### src/rtl/result_reader.sv
// Result readout engine: fetches bytes from the four result banks and streams packed 32-bit words to the host.
// Optional hardware argmax over the streamed bytes is enabled by defining RESULT_READER_ARGMAX_EN.
module result_reader #(
  parameter int ADDR_W     = 11,
  parameter int RES_DEPTH  = 1984,
  parameter int FIFO_DEPTH = 4
) (
  input  logic              clk,
  input  logic              reset,
  input  logic [31:0]       control_reg,
  input  logic [ADDR_W-1:0] start_addr,
  input  logic [ADDR_W:0]   word_count,
  output logic [ADDR_W-1:0] res_addr,
  output logic              res_re,
  input  logic [7:0]        res_rdata0,
  input  logic [7:0]        res_rdata1,
  input  logic [7:0]        res_rdata2,
  input  logic [7:0]        res_rdata3,
  output logic [31:0]       readdata,
  output logic              readvalid,
  input  logic              readack,
  output logic              busy,
  output logic              done,
  output logic              err,
  output logic [7:0]        max_val,
  output logic [12:0]       max_idx
);

  localparam int unsigned FIFO_AW = $clog2(FIFO_DEPTH);
  localparam logic [ADDR_W:0]  DEPTH     = (ADDR_W+1)'(RES_DEPTH);
  localparam logic [FIFO_AW:0] FIFO_FULL = (FIFO_AW+1)'(FIFO_DEPTH);

  typedef enum logic [1:0] {IDLE, FETCH, DRAIN, FINISH} state_t;
  state_t state, state_next;

  logic                cmd_read, cmd_prev, start, abort, push, pop, in_range, clamped;
  logic [ADDR_W:0]     avail, len, remaining;
  logic [ADDR_W-1:0]   rd_ptr;
  logic                inflight;
  logic [31:0]         push_word;
  logic [31:0]         fifo_mem [FIFO_DEPTH];
  logic [FIFO_AW-1:0]  fifo_wp, fifo_rp;
  logic [FIFO_AW:0]    fifo_cnt;

  always_comb begin
    cmd_read  = (control_reg == 32'h3);
    start     = cmd_read && !cmd_prev && (state == IDLE);
    abort     = (control_reg == '0) && ((state == FETCH) || (state == DRAIN));
    readvalid = (fifo_cnt != '0);
    readdata  = fifo_mem[fifo_rp];
    pop       = readack && readvalid && !abort;
    push      = inflight && !abort;
    push_word = {res_rdata0, res_rdata1, res_rdata2, res_rdata3};
    res_addr  = rd_ptr;
    in_range  = ({1'b0, start_addr} < DEPTH);
    avail     = in_range ? (DEPTH - {1'b0, start_addr}) : '0;
    len       = (word_count > avail) ? avail : word_count;
    clamped   = (word_count > avail) || !in_range;
  end

  always_ff @(posedge clk or negedge reset) begin
    if (!reset) state <= IDLE;
    else        state <= state_next;
  end

  always_comb begin
    state_next = state;
    unique case (state)
      IDLE:   if (start) state_next = (len == '0) ? FINISH : FETCH;
      FETCH:  if (abort) state_next = IDLE;
              else if (res_re && (remaining == (ADDR_W+1)'(1))) state_next = DRAIN;
      // Leave DRAIN on the final pop itself so done lands in the cycle right after it.
      DRAIN:  if (abort) state_next = IDLE;
              else if (!inflight && ((fifo_cnt == '0) ||
                       ((fifo_cnt == (FIFO_AW+1)'(1)) && pop))) state_next = FINISH;
      FINISH: state_next = IDLE;
      default: state_next = IDLE;
    endcase
  end

  always_comb begin
    busy   = (state == FETCH) || (state == DRAIN);
    done   = (state == FINISH);
    res_re = (state == FETCH) && !abort && (remaining != '0) &&
             ((fifo_cnt + (FIFO_AW+1)'(inflight)) < FIFO_FULL);
  end

  always_ff @(posedge clk or negedge reset) begin
    if (!reset) begin
      cmd_prev  <= 1'b0;
      rd_ptr    <= '0;
      remaining <= '0;
      err       <= 1'b0;
      inflight  <= 1'b0;
      fifo_wp   <= '0;
      fifo_rp   <= '0;
      fifo_cnt  <= '0;
      for (int unsigned i = 0; i < FIFO_DEPTH; i++) fifo_mem[i] <= '0;
    end else begin
      cmd_prev <= cmd_read;
      inflight <= res_re;
      if (start) begin
        // Out-of-range starts park the pointer at 0 so it never leaves the valid window.
        rd_ptr    <= in_range ? start_addr : '0;
        remaining <= len;
        err       <= clamped;
      end else if (res_re) begin
        remaining <= remaining - (ADDR_W+1)'(1);
        if (remaining != (ADDR_W+1)'(1)) rd_ptr <= rd_ptr + ADDR_W'(1);
      end
      if (abort) begin
        fifo_wp  <= '0;
        fifo_rp  <= '0;
        fifo_cnt <= '0;
      end else begin
        if (push) begin
          fifo_mem[fifo_wp] <= push_word;
          fifo_wp           <= fifo_wp + FIFO_AW'(1);
        end
        if (pop) fifo_rp <= fifo_rp + FIFO_AW'(1);
        if (push && !pop)      fifo_cnt <= fifo_cnt + (FIFO_AW+1)'(1);
        else if (!push && pop) fifo_cnt <= fifo_cnt - (FIFO_AW+1)'(1);
      end
    end
  end

`ifdef RESULT_READER_ARGMAX_EN
  logic [ADDR_W-1:0] push_idx;
  logic [12:0]       base_idx, best_idx;
  logic [7:0]        best_val;

  // Bytes are scanned bank0..bank3 with a strict compare so ties keep the earlier index.
  always_comb begin
    base_idx = 13'(push_idx) << 2;
    best_val = max_val;
    best_idx = max_idx;
    for (int unsigned b = 0; b < 4; b++) begin
      if ($signed(push_word[8*(3-b) +: 8]) > $signed(best_val)) begin
        best_val = push_word[8*(3-b) +: 8];
        best_idx = base_idx + 13'(b);
      end
    end
  end

  always_ff @(posedge clk or negedge reset) begin
    if (!reset) begin
      max_val  <= 8'h80;
      max_idx  <= '0;
      push_idx <= '0;
    end else if (start) begin
      max_val  <= 8'h80;
      max_idx  <= '0;
      push_idx <= '0;
    end else if (push) begin
      max_val  <= best_val;
      max_idx  <= best_idx;
      push_idx <= push_idx + ADDR_W'(1);
    end
  end
`else
  assign max_val = 8'h80;
  assign max_idx = '0;
`endif

endmodule

### config.mk
export PLATFORM = sky130hd
export DESIGN_NAME = result_reader
export DESIGN_NICKNAME = d
export VERILOG_FILES = /design/src/rtl/result_reader.sv
export SDC_FILE = /design/constraint.sdc
export NUM_CORES = 1
export LEC_CHECK = 0
export CORE_ASPECT_RATIO = 0.7
export CORE_MARGIN = 3
export CORE_UTILIZATION = 57
export DETAILED_ROUTE_END_ITERATION = 8
export PLACE_DENSITY = 0.86
export REMOVE_ABC_BUFFERS = 1
export SYNTH_ARGS = -nofsm -noshare
export SYNTH_HDL_FRONTEND = slang
export SYNTH_SLANG_ARGS = --single-unit
### constraint.sdc
create_clock -name clk -period 3.8 [get_ports clk]
set_clock_uncertainty 0.2 [all_clocks]
set_input_delay 0.76 -clock clk [delete_from_list [all_inputs] [get_ports clk]]
set_output_delay 0.76 -clock clk [all_outputs]
set_load 0.03 [all_outputs]
Word level (Yosys, flattened, before mapping). Cells that the tools add are included.

Bits of input ports: 90. Output and inout port bits: 69. Register bits: 163. Logic and storage cells: 106.

$add $sub $neg: 8. Eq/ne operators: 10. Reduce and logical (&&, ||, !) cells: 38. Multiplexer cells: 28. Magnitude comparators: 6. Bitwise gates (word level): 3.

Operators with widths (count): 128-bit bitwise mux (1); 32-bit 2-to-1 mux (3); 32-bit binary-select mux with 2-bit select (1); 32-bit demux with 2-bit select (1); 12-bit 2-to-1 mux (4); 11-bit 2-to-1 mux (4); 32-bit by 2-bit equality test with 1-bit output (second input constant) (1); 32-bit zero test (1); 2-bit 2-to-1 mux (10); 1-bit logical AND (15); 12-bit by 1-bit equality test with 1-bit output (second input constant) (1); 12-bit greater-than comparator (1); 12-bit zero test (1); 12-bit by 1-bit inequality test with 1-bit output (second input constant) (1); 12-bit nonzero test (1); 11-bit by 11-bit subtractor with 12-bit output (first input constant) (1); 12-bit by 1-bit subtractor with 12-bit output (second input constant) (1); 11-bit by 1-bit adder with 11-bit output (second input constant) (1); 11-bit less-than comparator (second input constant) (1); 3-bit 2-to-1 mux (3); 2-bit one-hot mux with 4 select lines (1); 2-bit nonzero test (4); 3-bit >= comparator (second input constant) (2); 1-bit zero test (6); other kinds (19) (27).

Depth between registers and ports, before layout.
Depth after elaboration: 11. Depth in mapped cells: 16. Mapped depth without buffers: 13.

Worst setup path after synthesis. Ideal clock, no wire load.

Path type: input to register. From: in start_addr[2]. To: reg remaining[10]. Data required time: 3474 ps. Library setup time: 126 ps. Cell stages on the path: 15. Arrival time: 3569 ps. Slack: -95 ps. Cell sequence: buf_6 nor4_1 nand3_1 nand2_1 mux2i_1 inv_1 ha_1 a21oi_1 o21ai_0 a221o_1 o22a_1 clkbuf_1 or2_2 a21oi_1 a21oi_1.

Longest elaborated chain between the ends: 5.

RTL lines: start, declared (line 11) `input logic [ADDR_W-1:0] start_addr,`; 11-bit by 11-bit subtractor with 12-bit output / 11-bit less-than comparator (equally long branches) (line 56, 55); 12-bit 2-to-1 mux * (line 56) `avail = in_range ? (DEPTH - {1'b0, start_addr}) : '0;`; 12-bit greater-than comparator (line 57) `len = (word_count > avail) ? avail : word_count;`; 12-bit 2-to-1 mux * (line 57); 12-bit 2-to-1 mux * (line 102) `if (start) begin`; end signal, assigned (line 105) `remaining <= len;`; end signal, assigned (line 108) `remaining <= remaining - (ADDR_W+1)'(1);`; end, declared (line 37) `logic [ADDR_W:0] avail, len, remaining;`.

Mark *: on every way between the ends. The rest lies on a longest branch, timed or not. A chain may end at the register's enable or synchronous reset.

Final worst setup path.
From: in start_addr[4]. To: reg remaining[10].

Same word-level chain as after synthesis.

==> run summary <==
Pleak = 5.11 nW
Final ANT Viol Nets = 0
Final std cells w/o fill = 1,054
Initial antenna violation count = 1
Most frequent cells in the layout = 162 x dfrtp_1, 133 x clkdlybuf4s50_1, 129 x mux2_2
Outcome = complete, but fails checks
Fin Hold WS = 0.185 ns
Yosys cell types = 53
Reg-to-Reg Start = inflight
Die width = 152 µm
Tot GR Track Use = 25.4%
Final worst-path cycle share = 104%
CTS tree = built
Fin. Hold Viols = 0
Vias per cell = 5.83
Relative slew slack = 46.7%
CP max FO = 5
Core area = 0.0143 mm²
Height of the die = 108 µm
CP Launch Type = input port
Post-route DRC = 0
Worst Path Required = 3.87 ns
Ys async rst share = 100%
Worst setup path start = start_addr[4]
Final Worst Setup Slack = -0.140 ns
CP most frequent cell = a21oi_1
Worst-skew pair later-pin latency = 0.41 ns
Worst Max-Slew Pin Slew = 0.800 ns
Post-Route WL = 20.9 mm
Synthesized area = 0.00855 mm²
Post-synthesis average cell area = 12.7 µm²
Critical Path Sink Type = flip-flop
Internal = 3.66 mW
Vias in the first global route = 6,556
Worst min-delay path class = input port to asynchronous set/reset pin
Logic pwr share = 30.1%
Final setup TNS = -1.08 ns
Seq/Total Area, Yosys = 47.7%
Num Clock Sinks = 163
H-tree depth = 4
Number of buffers created by CTS = 17
CP max stage cell = clkdlybuf4s50_1
Commonest non-fill, non-tap cell in the layout = dfrtp_1
CTS Buffer Depth = 2
Final setup viols = 14
Layout cells sized above 1 = 31.8%
Grt total ovfl = 0
N_diodes = 0
CTS root buffer = clkbuf_16
CP cell instances = clkdlybuf4s50_1 > buf_4 > or3_4 > o31ai_1 > nand3_1 > ha_1 > a21oi_1 > o21ai_0 > a221o_1 > o22a_4 > or2_2 > a21oi_2 > a21oi_1
Seq cells post-synth = 163
Slew Viols, Final = 0
FMAX = 0.254 GHz
Die area = 0.0165 mm²
Area growth from synthesis to layout = 29.5%
Vias = 6,150
Main synth FF type = dfrtp_1
Setup CP Type = input port to flip-flop
DP Cell Count = 1,019
Failing checks = negative setup slack
Register share of total power = 38.3%
First-pass GRT wire length = 33.7 mm
Initial Util = 59.9%
Number of iterations in the first detailed-routing pass = 5
Drt wl/cell = 19.8 µm
Post-route cell area = 0.0111 mm²
# port buffers = 137
Clk slew on worst S/H paths = 0.07 ns
DP Area = 0.0104 mm²
Largest net degree at the start of global routing = 87
Top Ports = 159
Arr. time, crit path = 4.01 ns
Max cap viols = 0
Pwr dens = 481 mW/mm²
DR iter-0 viols = 419
NetSw = 1.66 mW
Site Rows = 36
Post-route minimum period = 3.94 ns
Sw Share = 31.3%
Max VDD drop = 0.378 mV
Crit path largest cell delay = 0.43 ns
EDFF count, synth = 0
Dpl hpwl = 14.8 mm
Final nets = 970
Ys Warns = 0
Clk network pwr share = 31.5%
Gpl congestion = 0.944
Cells after Synth = 673
## per-layer routing
| layer | part of all wire, % | vias to the layer above | track usage [%] |
|---|---|---|---|
| met4 | 1.5 | 0 | 7.70 |
| met5 | 0 | - | 0 |
| met2 | 51 | 208 | 43.6 |
| met3 | 5.6 | 27 | 5.28 |
| met1 | 42 | 3145 | 33.1 |
| li1 | - | 2770 | - |
## power groups by stage
| stage | Clock (mW) | Sequential [mW] | Combinational (mW) |
|---|---|---|---|
| after floorplan | 0 | 2.10 | 0.868 |
| after global routing | 1.80 | 2.07 | 1.70 |
| after global placement | 0 | 2.05 | 1.55 |
| after detailed placement | 0 | 2.07 | 1.59 |
| after CTS | 1.71 | 2.04 | 1.60 |
| final | 1.68 | 2.04 | 1.60 |
## worst max-delay path, delay by kind of cell
family	cells	cell delay (ns)
AO/OA/AOI/OAI	7	1.48
buffers and inverters	2	0.59
adder cells (fa/ha/maj)	1	0.32
AND/OR/NAND/NOR	3	0.85
## cell type report
type	count	area, µm²
multi-input cells	458	4260
flip-flops and latches	163	4080
fillers	832	3210
repair buffers	193	1840
clock buffers	19	443
well taps	190	238
clock inverters	13	139
inverters	18	67.6
## path summary, 6_finish.rpt
check | endpoint | slack (ns) | cells past startpoint
hold reg to reg | fifo_mem[9] | 0.30 | 1
min in group clk | fifo_mem[9] | 0.30 | 1
hold / removal | res_addr[4] | 0.18 | 1
setup / recovery | remaining[10] | -0.14 | 13
max in group asynchronous | fifo_mem[117] | 2.38 | 2
setup reg to reg | remaining[10] | 0.99 | 8
## flip-flops by register name (all words and copies together), names as in the netlist
name / flops
fifo_mem: 128
inflight: 1
state: 2
res_addr: 11
cmd_prev: 1
fifo_wp: 2
fifo_rp: 2
err: 1
remaining: 12
fifo_cnt: 3
## logic make-up after synthesis
kind of cell,count (synthesis),synth area share (%)
multiplexers,177,27.3
flip-flops,163,47.7
AND/OR/NAND/NOR,139,8.71
buffers and inverters,73,4.45
AO/OA/AOI/OAI,58,4.19
XOR/XNOR,32,3.28
adder cells (fa/ha/maj),29,4.25
other,2,0.0879
## what timing repair did
action / 4_1_cts / 5_1_grt
cloned: 0 / 1
gates resized for setup: 1 / 18
pin swaps: 0 / 6
endpoints found under the setup margin: 1 / 15
hold buffers: 0 / 0
setup buffers: 0 / 2
## through the flow
step	setup slack, ns	power (mW)	util, %
3_5_place_dp	-0.419	3.66	72.6
3_3_place_gp	-0.398	3.60	72.6
6_report	-0.140	5.33	77.5
4_1_cts	0.0356	5.35	76.7
2_1_floorplan	-0.0263	2.97	-
5_1_grt	-0.309	5.56	77.5
## synth_stat cells, types with 2 or more instances
master | number | area share [%]
and3_1 | 6 | 0.44
conb_1 | 2 | 0.088
nand4_1 | 9 | 0.66
nor3_1 | 4 | 0.23
nand3b_1 | 6 | 0.53
mux2i_1 | 15 | 1.8
a31oi_1 | 5 | 0.37
and4_1 | 4 | 0.41
buf_4 | 21 | 1.8
nor2b_1 | 3 | 0.22
ha_1 | 29 | 4.2
or2_2 | 3 | 0.22
clkbuf_1 | 12 | 0.53
nand2b_1 | 3 | 0.22
a211oi_1 | 2 | 0.18
nor3b_1 | 2 | 0.18
a21oi_1 | 21 | 1.2
nor4_1 | 11 | 0.81
mux4_2 | 32 | 8.4
or4_1 | 3 | 0.26
dfrtp_1 | 163 | 48
nand2_1 | 35 | 1.5
mux2_2 | 130 | 17
o21ai_0 | 14 | 0.82
inv_1 | 18 | 0.79
buf_2 | 16 | 0.94
nor2_1 | 25 | 1.1
o211ai_1 | 2 | 0.18
nand3_1 | 18 | 1.1
buf_1 | 5 | 0.22
xor2_1 | 22 | 2.3
xnor2_1 | 10 | 1.0
o21a_1 | 2 | 0.18
Note: power is estimated with default switching activity, not from simulation.
